**src/rtl/lcd_timing_gen_pkg.sv**
```systemverilog
// Shared panel-timing defaults, stage-1 pipeline record and window-decode helper.
// The SDRAM reader imports the same defaults so frame sizing (H_ACTIVE*V_ACTIVE words) stays consistent.
package lcd_timing_gen_pkg;

    localparam int          H_ACTIVE_DEF = 800;
    localparam int          H_FP_DEF     = 210;
    localparam int          H_SYNC_DEF   = 20;
    localparam int          H_BP_DEF     = 26;
    localparam int          V_ACTIVE_DEF = 480;
    localparam int          V_FP_DEF     = 22;
    localparam int          V_SYNC_DEF   = 10;
    localparam int          V_BP_DEF     = 13;
    localparam int          CNT_W_DEF    = 11;
    localparam logic [23:0] UF_COLOR_DEF = 24'hFF00FF;

    typedef struct packed {
        logic run;
        logic active;
        logic hsync;
        logic vsync;
        logic pop;
    } stage1_t;

    function automatic logic in_window(input int val, input int lo, input int hi);
        return (val >= lo) && (val < hi);
    endfunction

endpackage

```
**src/rtl/lcd_timing_gen_raster.sv**
```systemverilog
// Horizontal/vertical raster counters with active, sync and frame-origin decode.
// Decodes are combinational from the counter registers; counters park at (0,0) while disabled.
module lcd_timing_gen_raster
    import lcd_timing_gen_pkg::*;
#(
    parameter int H_ACTIVE = H_ACTIVE_DEF,
    parameter int H_FP     = H_FP_DEF,
    parameter int H_SYNC   = H_SYNC_DEF,
    parameter int H_BP     = H_BP_DEF,
    parameter int V_ACTIVE = V_ACTIVE_DEF,
    parameter int V_FP     = V_FP_DEF,
    parameter int V_SYNC   = V_SYNC_DEF,
    parameter int V_BP     = V_BP_DEF,
    parameter int CNT_W    = CNT_W_DEF
) (
    input  logic clk_i,
    input  logic reset_i,
    input  logic enable_i,
    output logic active_o,
    output logic hsync_o,
    output logic vsync_o,
    output logic origin_o
);

    localparam int H_TOTAL = H_ACTIVE + H_FP + H_SYNC + H_BP;
    localparam int V_TOTAL = V_ACTIVE + V_FP + V_SYNC + V_BP;
    localparam logic [CNT_W-1:0] H_LAST = CNT_W'(H_TOTAL - 1);
    localparam logic [CNT_W-1:0] V_LAST = CNT_W'(V_TOTAL - 1);

    logic [CNT_W-1:0] h_q, h_d;
    logic [CNT_W-1:0] v_q, v_d;

    // Disabling always restarts from the frame origin; partial frames are abandoned.
    always_comb begin
        h_d = h_q;
        v_d = v_q;
        if (!enable_i) begin
            h_d = '0;
            v_d = '0;
        end else if (h_q == H_LAST) begin
            h_d = '0;
            v_d = (v_q == V_LAST) ? '0 : v_q + 1'b1;
        end else begin
            h_d = h_q + 1'b1;
        end
    end

    always_ff @(posedge clk_i) begin
        if (reset_i) begin
            h_q <= '0;
            v_q <= '0;
        end else begin
            h_q <= h_d;
            v_q <= v_d;
        end
    end

    assign active_o = (int'(h_q) < H_ACTIVE) && (int'(v_q) < V_ACTIVE);
    assign hsync_o  = in_window(int'(h_q), H_ACTIVE + H_FP, H_ACTIVE + H_FP + H_SYNC);
    assign vsync_o  = in_window(int'(v_q), V_ACTIVE + V_FP, V_ACTIVE + V_FP + V_SYNC);
    assign origin_o = (h_q == '0) && (v_q == '0);

endmodule

```
**src/rtl/lcd_timing_gen.sv**
```systemverilog
// LCD panel timing generator and pixel-output stage; counters to pins in 2 clks, all pins registered.
// Pops one FIFO word per active pixel when available, otherwise drives UF_COLOR and flags underflow.
module lcd_timing_gen
    import lcd_timing_gen_pkg::*;
#(
    parameter int          H_ACTIVE = H_ACTIVE_DEF,
    parameter int          H_FP     = H_FP_DEF,
    parameter int          H_SYNC   = H_SYNC_DEF,
    parameter int          H_BP     = H_BP_DEF,
    parameter int          V_ACTIVE = V_ACTIVE_DEF,
    parameter int          V_FP     = V_FP_DEF,
    parameter int          V_SYNC   = V_SYNC_DEF,
    parameter int          V_BP     = V_BP_DEF,
    parameter int          CNT_W    = CNT_W_DEF,
    parameter logic [23:0] UF_COLOR = UF_COLOR_DEF
) (
    input  logic        clk,
    input  logic        reset,
    input  logic        enable,
    input  logic [23:0] fifo_q,
    input  logic        fifo_empty,
    output logic        fifo_rd,
    input  logic        uf_clear,
    output logic [23:0] RGB,
    output logic        DEN,
    output logic        HSD,
    output logic        VSD,
    output logic        STBYB,
    output logic        frame_start,
    output logic        underflow
);

    logic active, hsync, vsync, origin;

    lcd_timing_gen_raster #(
        .H_ACTIVE (H_ACTIVE),
        .H_FP     (H_FP),
        .H_SYNC   (H_SYNC),
        .H_BP     (H_BP),
        .V_ACTIVE (V_ACTIVE),
        .V_FP     (V_FP),
        .V_SYNC   (V_SYNC),
        .V_BP     (V_BP),
        .CNT_W    (CNT_W)
    ) u_raster (
        .clk_i    (clk),
        .reset_i  (reset),
        .enable_i (enable),
        .active_o (active),
        .hsync_o  (hsync),
        .vsync_o  (vsync),
        .origin_o (origin)
    );

    stage1_t     s1_q, s1_d;
    logic [23:0] rgb_q, rgb_d;
    logic        den_q, hsd_q, vsd_q, stbyb_q;
    logic        uf_q, uf_d;
    logic        uf_set;

    // frame_start is combinational so the first enabled clk already reports the origin.
    assign fifo_rd     = enable && !reset && active && !fifo_empty;
    assign frame_start = enable && !reset && origin;
    assign uf_set      = enable && active && fifo_empty;

    always_comb begin
        s1_d        = '0;
        s1_d.run    = enable;
        s1_d.active = enable && active;
        s1_d.hsync  = enable && hsync;
        s1_d.vsync  = enable && vsync;
        s1_d.pop    = fifo_rd;
    end

    // fifo_q is valid one clk after the pop, i.e. while the pop sits in stage 1.
    always_comb begin
        rgb_d = 24'h0;
        if (s1_q.pop) begin
            rgb_d = fifo_q;
        end else if (s1_q.active) begin
            rgb_d = UF_COLOR;
        end
    end

    always_comb begin
        uf_d = uf_q;
        if (uf_set) begin
            uf_d = 1'b1;
        end else if (uf_clear) begin
            uf_d = 1'b0;
        end
    end

    always_ff @(posedge clk) begin
        if (reset) begin
            s1_q    <= '0;
            rgb_q   <= 24'h0;
            den_q   <= 1'b0;
            hsd_q   <= 1'b1;
            vsd_q   <= 1'b1;
            stbyb_q <= 1'b0;
            uf_q    <= 1'b0;
        end else begin
            s1_q    <= s1_d;
            rgb_q   <= rgb_d;
            den_q   <= s1_q.active;
            hsd_q   <= !s1_q.hsync;
            vsd_q   <= !s1_q.vsync;
            stbyb_q <= s1_q.run;
            uf_q    <= uf_d;
        end
    end

    assign RGB       = rgb_q;
    assign DEN       = den_q;
    assign HSD       = hsd_q;
    assign VSD       = vsd_q;
    assign STBYB     = stbyb_q;
    assign underflow = uf_q;

endmodule

```
**config.mk**
```make
export PLATFORM = sky130hd
export DESIGN_NAME = lcd_timing_gen
export DESIGN_NICKNAME = d
export VERILOG_FILES = /design/src/rtl/lcd_timing_gen_pkg.sv /design/src/rtl/lcd_timing_gen_raster.sv /design/src/rtl/lcd_timing_gen.sv
export SDC_FILE = /design/constraint.sdc
export NUM_CORES = 1
export LEC_CHECK = 0
export BUFFER_PORTS_ARGS = -buffer_cell sky130_fd_sc_hd__buf_2
export CAP_MARGIN = 20
export CORE_MARGIN = 5
export CORE_UTILIZATION = 50
export DETAILED_ROUTE_END_ITERATION = 10
export PLACE_DENSITY = 0.77
export SYNTH_ARGS = -nofsm -noshare
export SYNTH_HDL_FRONTEND = slang
export SYNTH_SLANG_ARGS = --single-unit
```
**constraint.sdc**
```tcl
create_clock -name clk -period 2.7 [get_ports clk]
set_input_delay 0.135 -clock clk [delete_from_list [all_inputs] [get_ports clk]]
set_output_delay 0.135 -clock clk [all_outputs]
set_load 0.05 [all_outputs]
```
---- Word-level counts from Yosys, hierarchy flattened ----
Cells that the tools add are included.
operators by class
  shift operators ......................... 0
  bitwise gates (word level) .............. 1
  multiplexer cells ....................... 5
  add/sub/neg operators ................... 2
  divide/modulo/power cells ............... 0
  reduce and logical (&&, ||, !) cells .... 21
  order comparisons ....................... 6
  eq/ne operators ......................... 2
  multiply operators ...................... 0
operators by type and width
  cell                                                                             count
  24-bit 2-to-1 mux                                                                2
  11-bit by 1-bit adder with 11-bit output (second input constant)                 2
  11-bit logical NOT                                                               2
  11-bit by 10-bit less-than comparator with 1-bit output (second input constant)  2
  1-bit logical AND                                                                12
  11-bit by 10-bit == test with 1-bit output (second input constant)               1
  11-bit == test (second input constant)                                           1
  11-bit by 10-bit >= comparator with 1-bit output (second input constant)         1
  11-bit by 9-bit >= comparator with 1-bit output (second input constant)          1
  11-bit less-than comparator (second input constant)                              1
  11-bit by 9-bit less-than comparator with 1-bit output (second input constant)   1
  11-bit 2-to-1 mux                                                                1
  1-bit logical NOT                                                                4
  3-bit OR reduction                                                               1
  1-bit 2-to-1 mux                                                                 2
  2-bit nonzero test                                                               1
  2-bit OR reduction                                                               1
  1-bit inverter                                                                   1
storage, ports and cells
  RAM bits ................................ 0
  input port bits ......................... 29
  ROM bits ................................ 0
  bits in latches ......................... 0
  output and inout port bits .............. 31
  register bits after elaboration ......... 56
  memories kept ........................... 0

---- Depth between registers and ports, before layout ----
  depth after elaboration ................. 5
  gate-level depth with buffers ........... 6

---- Hierarchy ----
A second synthesis with hierarchy kept.
unflattened totals
  cell total of the unflattened synthesis .. 241
  area, all modules ....................... 2249.7 um2
modules (own cells, without submodules)
  module                 cells an instance  instances  seq. area each (um2)  area each (um2)
  lcd_timing_gen_raster  145                1          440.4                 1166.1
  lcd_timing_gen         96                 1          680.7                 1083.5

---- Least setup slack after synthesis ----
Ideal clock, no wire load.
  path kind ............................... reg-to-reg
  start ................................... reg u_raster.h_q[5]
  end ..................................... reg u_raster.v_q[9]
  cell stages (with the launch flop) ...... 7
  period minus slack after synthesis ...... 2.119 ns
  arrival ................................. 2.049 ns
  required time ........................... 2.630 ns
  slack ................................... 0.581 ns
  path through ............................ dfxtp_1 -> buf_6 -> or3_4 -> or4_4 -> buf_6 -> or4_1 -> a21oi_1
on the way
  word-level cells in the longest chain between the ends .. 1
RTL lines
  item                    line                         text
  from (decl)             lcd_timing_gen_raster.sv:30  logic [CNT_W-1:0] h_q, h_d;
  from (signal assigned)  lcd_timing_gen_raster.sv:50  h_q <= '0;
  from (signal assigned)  lcd_timing_gen_raster.sv:53  h_q <= h_d;
  11-bit == test          lcd_timing_gen_raster.sv:40  end else if (h_q == H_LAST) begin
  to (signal assigned)    lcd_timing_gen_raster.sv:54  v_q <= v_d;
  to (decl)               lcd_timing_gen_raster.sv:31  logic [CNT_W-1:0] v_q, v_d;
Every way passes these cells.
A chain may end at the register's enable or synchronous reset.

---- Worst setup path after layout ----
  start ................................... reg u_raster.h_q[5]
  end ..................................... reg u_raster.v_q[8]
Same word-level chain as after synthesis.

==> key figures <==
Final layout
  • Non-filler instance count after layout: 326
  • FF/Latch Area: 1120 µm²
  • Nets: 309
  • Final Util: 61.9%
  • Layout cell share with drive strength beyond 1: 29.0%
  • Number of diodes: 0
  • Multi-input logic area: 922 µm²
  • Syn-to-layout area delta: 17.8%
  • Filler cell count: 344

Critical path
  • Cell Chain, Critical Path: or3_4, or4_4, or4_1, a21oi_1
  • Buffers plus inverters on the worst setup path: 0
  • Worst EP required: 2950 ps
  • Crit path kind: flip-flop to flip-flop
  • Crit path DAT: 2440 ps
  • Critical path capture point type: flip-flop
  • Startpoint Class: flip-flop
  • Crit path max-delay cell type: or4_4
  • Worst reg2reg startpoint: u_raster.h_q[5]
  • CP delay by family, top: simple AND/OR/NAND/NOR gates
  • Slowest stage delay, CP: 670 ps
  • CP max FO: 22
  • Critical Path Source: u_raster.h_q[5]

STA
  • Final Worst Setup Slack: 510 ps
  • Fin crit share: 81.1%
  • Max Clock Freq: 457 MHz
  • Least-Margin Pin Slew: 511 ps
  • Fin. max-slew vios: 0
  • Setup Skew: 5.19 ps
  • Final hold violations: 0
  • Unrepaired setup endpoints after global routing: no
  • Fin crit period: 2190 ps
  • Slew headroom: 65.6%
  • Final setup violating endpoints: 0
  • Setup TNS: 0 ps

Placement
  • Inst Count DP: 318
  • IO buf count: 59
  • Detailed Place HPWL: 3.22 mm
  • Final Wtd Congestion: 0.873
  • Pre-CTS setup slack: 520 ps

Power and ir drop
  • Clock power share: 31.6%
  • Sw Share: 26.1%
  • Pint: 1070 µW
  • Total power draw: 1450 µW
  • LEAKAGE: 0.00115 µW
  • Reg power frac: 58.6%
  • Peak supply drop: 481 µV
  • PD cells: 575 nW/µm²
  • Psw: 380 µW
  • Combinational share of power: 9.8%

Floorplan
  • Std-Cell Rows: 23
  • Chip Width: 75.5 µm
  • Top-level I/O count: 60
  • Core area: 4090 µm²
  • DIE AREA: 5700 µm²
  • Die span in y: 75.5 µm
  • Starting Density: 52.5%

Global routing
  • Gr usage total: 15.4%
  • Largest net degree at the start of global routing: 25
  • Initial antenna violation count: 0
  • Vias in the first global route: 1,559
  • First-pass GRT wire length: 6.84 mm
  • Global route overflow: 0

Detailed routing
  • Via Count: 1,687
  • Via density: 5.17
  • Final ANT Viol Nets: 0
  • DRC violations left: 0
  • DRT iter0 DRCs: 89
  • DR WL/cell: 13.5 µm
  • DRT Pass-1 Iters: 4
  • Total wire length: 4.39 mm

CTS
  • Clock latency on the worst-skew pair: 310 ps
  • H-tree lvl count: 2
  • Clock buffer depth: 2
  • CTS tree: yes
  • Postcts setup bufs: 0
  • CTS-repair resized insts: 0
  • CTS root buffer: clkbuf_8
  • CTS sink count: 56
  • Worst-path clk slew: 100 ps
  • CTS Hold Buffers Added: 0
  • Number of buffers created by CTS: 5

Logic synthesis
  • Seq/Total Area, Yosys: 52.2%
  • Leading area contributor after synthesis: dfxtp_1
  • Synth top area share: 52.2%
  • Top_reg_cell synth: dfxtp_1
  • Cell count after synthesis: 215
  • Post-synth ARST share: 0%
  • Yosys reg bits: 56
  • Mapped cell area: 2150 µm²
  • Yosys cell types: 38
  • Syn avg cell area: 9.99 µm²
  • Top cells by area, synth: dfxtp_1, a21o_1, xnor2_1
  • EDFF count, synth: 0
  • Yosys warnings: 0
  • Mapped Nets: 249

Hold path
  • Worst Hold Launch: fifo_empty
  • Hold Path Class: input port to flip-flop

Run
  • Number of max-cap violations: 0

Status
  • Status: finished clean
[registers in the layout, summed over array words and instances, names as in the netlist]
register / flops
s1_q: 5
RGB: 24
STBYB: 1
HSD: 1
u_raster.v_q: 11
u_raster.h_q: 11
VSD: 1
underflow: 1
DEN: 1
[synth_stat cells (2+ instances only)]
| library cell | n |
|---|---|
| o21ai_0 | 6 |
| or3_2 | 5 |
| nor4_1 | 5 |
| a21o_1 | 16 |
| nand2_1 | 12 |
| o31ai_1 | 3 |
| nand3_1 | 7 |
| nor2_1 | 18 |
| buf_6 | 3 |
| and2_1 | 9 |
| nand2b_1 | 3 |
| nand4_1 | 4 |
| a21oi_1 | 10 |
| nor2b_1 | 7 |
| xor2_1 | 2 |
| or3_1 | 2 |
| clkbuf_1 | 4 |
| nor3_1 | 5 |
| ha_1 | 5 |
| or4_1 | 3 |
| or2_2 | 2 |
| dfxtp_1 | 56 |
| xnor2_1 | 8 |
| inv_1 | 6 |
[metrics by stage]
step / instance area, µm² / hold WS, ps
after floorplan: 2150 / 207
after detailed placement: 2440 / 332
final: 2530 / 8.71
after CTS: 2530 / 4.48
after global placement: 2440 / 327
after global routing: 2530 / 1.67
[path summary, 6_finish.rpt]
| check | endpoint | slack [ps] | cells past startpoint |
|---|---|---|---|
| worst min-delay path | s1_q[0] | 9 | 2 |
| worst min register to register | VSD | 390 | 1 |
| worst max register to register | u_raster.v_q[8] | 510 | 4 |
| worst max-delay path | u_raster.v_q[8] | 510 | 4 |
[kinds of logic (layout without fill, tap and decap cells)]
kind of cell / after synthesis / in the layout / synth area share, %
compound gates: 41 / 41 / 12.7
fa+ha+maj: 5 / 5 / 2.91
simple gates: 89 / 89 / 23.3
flops: 56 / 56 / 52.2
buf+inv: 14 / 75 / 4.84
xor+xnor: 10 / 10 / 4.08
[area by class of cell]
class | count | area share, %
clock buffer | 5 | 2.72
clock inverter | 3 | 0.841
inverter | 6 | 0.891
multi-input combinational | 145 | 36.5
sequential | 56 | 44.3
tap | 50 | 2.47
timing repair buffer | 61 | 12.3
[placed cells by master, fill, tap and decap left out, types with 2 or more instances in the layout]
cell / count
buf_4: 2
or3_2: 5
nand3_1: 7
xor2_1: 2
o21ai_0: 6
nor2b_1: 7
xnor2_1: 8
or2_2: 2
nand2b_1: 3
nand2_1: 12
dfxtp_1: 56
and2_1: 9
nor3_1: 5
ha_1: 5
inv_1: 6
a21oi_1: 10
nand4_1: 4
clkbuf_8: 5
a21o_1: 16
or3_1: 2
nor2_1: 18
nor4_1: 5
or4_1: 3
o31ai_1: 3
buf_2: 59
[per-layer routing]
metal / routed length [µm] / vias up / GRT usage (%) / share of wire, %
met2: 2080 / 54 / 25.5 / 47
li1: - / 862 / - / -
met3: 288 / 11 / 3.69 / 6.6
met1: 1920 / 760 / 18.8 / 44
met4: 104 / 0 / 7.57 / 2.4
met5: 0 / - / 0 / 0
[power by group through the flow]
stage / registers, µW / clock network (µW) / logic [µW]
5_1_grt: 854 / 497 / 152
6_report: 852 / 459 / 143
3_3_place_gp: 871 / 0 / 141
4_1_cts: 852 / 466 / 144
3_5_place_dp: 871 / 0 / 144
2_1_floorplan: 931 / 0 / 35.0
(Power assumes the default switching activity.)
